File: src/rtl/pc_fetch_unit.sv
// IF-stage program counter: decodes the MEM-stage control transfer, holds a
// resolved redirect across pcen stalls, freezes on halt and counts redirects.
module pc_fetch_unit #(
    parameter logic [31:0] PC_INIT = 32'h0000_0000,
    parameter int unsigned CNT_W   = 16
) (
    input  logic             CLK,
    input  logic             RST,
    input  logic             pcen,
    input  logic             halt,
    input  logic [2:0]       mem_pcsrc,
    input  logic             mem_zero,
    input  logic [31:0]      mem_btarget,
    input  logic [31:0]      mem_jtarget,
    input  logic [31:0]      mem_jrtarget,
    output logic [31:0]      imemaddr,
    output logic             imemREN,
    output logic [31:0]      pc_plus4,
    output logic             redirect,
    output logic             pending,
    output logic [CNT_W-1:0] redirect_count
);

    typedef enum logic [1:0] {
        RUN  = 2'd0,
        PEND = 2'd1,
        HALT = 2'd2
    } state_t;

    state_t      state;
    logic [31:0] pc;
    logic [31:0] pend_pc;
    logic        taken;
    logic [31:0] target;

    always_comb begin
        taken  = 1'b0;
        target = mem_btarget;
        unique case (mem_pcsrc)
            3'd1: begin taken = mem_zero;  target = mem_btarget;  end
            3'd2: begin taken = ~mem_zero; target = mem_btarget;  end
            3'd3: begin taken = 1'b1;      target = mem_jtarget;  end
            3'd4: begin taken = 1'b1;      target = mem_jrtarget; end
            default: begin taken = 1'b0;   target = mem_btarget;  end
        endcase
    end

    // Only a RUN-state resolution is genuine; in PEND the MEM instruction is wrong-path.
    assign redirect = taken && (state == RUN);

    assign imemaddr = pc;
    assign pc_plus4 = pc + 32'd4;
    assign imemREN  = (state != HALT);
    assign pending  = (state == PEND);

    always_ff @(posedge CLK) begin
        if (RST) begin
            state          <= RUN;
            pc             <= PC_INIT;
            pend_pc        <= '0;
            redirect_count <= '0;
        end else if (halt) begin
            state <= HALT;
        end else begin
            unique case (state)
                RUN: begin
                    if (redirect && pcen) begin
                        pc <= target;
                        if (redirect_count != '1)
                            redirect_count <= redirect_count + 1'b1;
                    end else if (redirect) begin
                        pend_pc <= target;
                        state   <= PEND;
                    end else if (pcen) begin
                        pc <= pc + 32'd4;
                    end
                end
                PEND: begin
                    if (pcen) begin
                        pc    <= pend_pc;
                        state <= RUN;
                        if (redirect_count != '1)
                            redirect_count <= redirect_count + 1'b1;
                    end
                end
                default: begin
                    state <= HALT;
                end
            endcase
        end
    end

endmodule
File: config.mk
export PLATFORM = sky130hd
export DESIGN_NAME = pc_fetch_unit
export DESIGN_NICKNAME = d
export VERILOG_FILES = /design/src/rtl/pc_fetch_unit.sv
export SDC_FILE = /design/constraint.sdc
export NUM_CORES = 1
export LEC_CHECK = 0
export CAP_MARGIN = 30
export CORE_MARGIN = 10
export CORE_UTILIZATION = 53
export CTS_BUF_LIST = sky130_fd_sc_hd__clkbuf_8
export CTS_CLUSTER_SIZE = 10
export DETAILED_ROUTE_END_ITERATION = 16
export PLACE_DENSITY = 0.89
export SKIP_LAST_GASP = 1
export SLEW_MARGIN = 20
export SYNTH_ARGS = -nofsm -noshare
export SYNTH_HDL_FRONTEND = slang
export SYNTH_SLANG_ARGS = --single-unit
File: constraint.sdc
create_clock -name CLK -period 6.53 [get_ports CLK]
set_input_delay 1.306 -clock CLK [delete_from_list [all_inputs] [get_ports CLK]]
set_output_delay 1.306 -clock CLK [all_outputs]
set_load 0.05 [all_outputs]
==> results.py <==
metrics = {
    "grt": {
        "grt_use_total_pct": 24.8,
        "grt_pass1_wl_um": 33500,
        "grt_overflow": 0,
        "grt_pass1_vias": 6364,
        "grt_max_degree": 94,
        "antenna_found_initial": 0,
    },
    "sta": {
        "final-hold-violation-count": 0,
        "finalSetupViolCount": 0,
        "hold_slack_ns": 0.453,
        "rsz0062_at_grt": "false",
        "max_freq_mhz": 207,
        "drv_slew": 0,
        "tns_ns": 0,
        "min_period_ns": 4.83,
        "tightest_slew_ns": 0.891,
        "finalClockSkew_ns": 0.00423,
        "slew_headroom_pct": 40.6,
        "period_share_pct": 74.0,
    },
    "detailed_routing": {
        "drtIter0Drc": 690,
        "num_vias": 7043,
        "ant_nets": 0,
        "dr.pass1.iters": 5,
        "vias_per_cell": 6.34,
        "totalWireLength_um": 21500,
        "drc": 0,
        "wl_per_cell_um": 19.4,
    },
    "logic_synthesis": {
        "netlist.top_cell.by_area": "dfxtp_1",
        "seq_area_frac_synth_pct": 26.9,
        "synth_seq_cells": 82,
        "synth_top_cell_area_share_pct": 26.9,
        "avgSynthCellArea_um2": 7.39,
        "syn_area_um2": 6100,
        "synth-edff-count": 0,
        "syn_inst": 826,
        "synth_nets": 932,
        "synth_area_leaders": "dfxtp_1 27%, nand2_1 6.9%, o21ai_0 6.0%",
        "ys_warn_count": 0,
        "async_flop_share_pct": 0,
        "ys.flop_type": "dfxtp_1",
        "yosysUniqueCellTypes": 80,
    },
    "clocking": {
        "clockBufferDepth": 2,
        "cts_sinks": 82,
        "root_buffer": "clkbuf_8",
        "htreeDepth": 3,
        "ctsResizeCount": 0,
        "cts_hold_repair.buffers": 0,
        "cts_buffers": 9,
        "path_clk_slew_ns": 0.08,
        "clk_latency_ns": 0.37,
        "post_cts_buffers": 0,
        "cts_tree": "done",
    },
    "power_and_ir_drop": {
        "power_density_nw_per_um2": 153,
        "leakage_nw": 2.86,
        "ir_drop_mv": 0.115,
    },
    "critical_path": {
        "cp.arrival_ns": 3.53,
        "worst_setup_path_end_kind": "output pin",
        "start_kind": "input port",
        "worst_ep_required_time_ns": 5.22,
        "crit_type": "input port to output pin",
        "path_max_fanout": 93,
    },
    "die": {
        "io_pins": 187,
        "initial_core_util_pct": 53.7,
        "die_x_um": 127,
        "rows": 39,
        "die-height_um": 127,
        "core_area_um2": 11400,
        "dieArea_um2": 16200,
    },
    "placed_design": {
        "numPortBuffers": 186,
        "gp_congestion": 0.926,
        "hpwl_um": 16100,
    },
    "final_layout": {
        "drive_above_1_share_pct": 8.16,
        "diodes": 0,
        "area.growth.synth_to_final_pct": 32.4,
        "nets": 1069,
    },
    "job": {
        "drv_cap": 0,
    },
    "run_status": {
        "outcome": "completed",
    },
    "worst_hold_path": {
        "hold_path.class": "register to register",
    },
}
flip-flops by register name, indices dropped and copies added, names as in the netlist:
signal	count
redirect_count	16
state	2
pend_pc	32
imemaddr	32
through the flow:
step | util, % | total power [mW] | cell area, um^2 | worst slack (ns) | cells
global route | 71.1 | 1.28 | 8080 | 1.52 | 1111
floorplan | - | 0.762 | 6100 | 2.48 | 826
finish | 71.1 | 1.24 | 8080 | 1.70 | 1111
global placement | 69.6 | 0.907 | 7920 | 1.75 | 1095
detailed placement | 69.6 | 0.913 | 7920 | 1.71 | 1095
CTS | 71.1 | 1.23 | 8080 | 1.70 | 1111
layout by cell type, fill, tap and decap left out, types with 11 or more instances in the layout:
master           synthesis  final
nor3b_1                 13     13
and3_1                  14     14
and2_1                  12     12
a21oi_1                 57     57
buf_4                    3     11
nand2_1                113    113
a21boi_0                11     11
nand4_1                 14     14
or3_1                   15     15
a221oi_1                12     12
o221ai_1                20     20
xnor2_1                 17     17
nand3_1                 19     19
nor3_1                  22     22
o21ai_0                 73     73
inv_1                   15     18
a22oi_1                 15     15
o21a_1                  11     11
clkdlybuf4s50_1          0    184
nor2_1                  46     46
o22ai_1                 16     16
dfxtp_1                 82     82
or3b_2                  19     19
critical path, stage by stage:
cell and delay [ns]:
buf_2 0.09, buf_4 0.57, nor3b_2 0.40, a21o_1 0.15, and2_1 0.16, clkdlybuf4s50_1 0.83
path summary, 6_finish.rpt:
| path | start | endpoint | slack, ns | depth (start not counted) |
|---|---|---|---|---|
| max | mem_pcsrc[2] | redirect | 1.70 | 6 |
| min | pend_pc[26]$_SDFFE_PP0P_ | pend_pc[26]$_SDFFE_PP0P_ | 0.45 | 2 |
| max reg2reg | state[1]$_SDFFE_PP0P_ | imemaddr[31]$_SDFFE_PP0P_ | 3.76 | 6 |
| min reg2reg | pend_pc[26]$_SDFFE_PP0P_ | pend_pc[26]$_SDFFE_PP0P_ | 0.45 | 2 |
per-layer routing:
metal | wire [um] | GRT usage [%] | vias up
met5 | 0 | 0 | -
met4 | 627 | 8.84 | 0
met3 | 2830 | 9.51 | 53
met2 | 9470 | 37.3 | 410
met1 | 8590 | 31.6 | 3232
li1 | - | - | 3348
cell type report:
type                       instances  area [um^2]
sequential                        82         1640
multi-input combinational        658         4110
tap                              143          179
timing repair buffer             197         1930
inverter                          15         56.3
fill                             949         3290
clock inverter                     6         26.3
clock buffer                      10          138
report_power, final:
part / leakage (nW) / internal (mW) / switching, mW
registers: 0.664 / 0.515 / 0.0206
logic: 2.10 / 0.155 / 0.218
clock network: 0.0996 / 0.143 / 0.185
synth_stat cells (all sizes together) (10+ instances only):
cell	instances
dfxtp	82
a221oi	12
clkbuf	47
a21oi	57
and3	14
or3	15
xnor2	17
a22oi	16
or3b	20
o21ai	74
and2	12
nand4	15
nand3	19
o221ai	20
inv	15
a211oi	10
buf	24
a21boi	11
o22ai	16
nor3	25
nand2	113
o21a	11
nor3b	15
nor2	47
cells by family after synthesis:
| kind of cell | share of synthesized area [%] |
|---|---|
| buffers and inverters | 5.96 |
| xor gates and xnor gates | 3.59 |
| AOI/OAI and AO/OA | 31.3 |
| DFF | 26.9 |
| muxes | 0.717 |
| adders and majority gates | 0.410 |
| and+or+nand+nor | 31.1 |
Note: power is estimated with default switching activity, not from simulation.
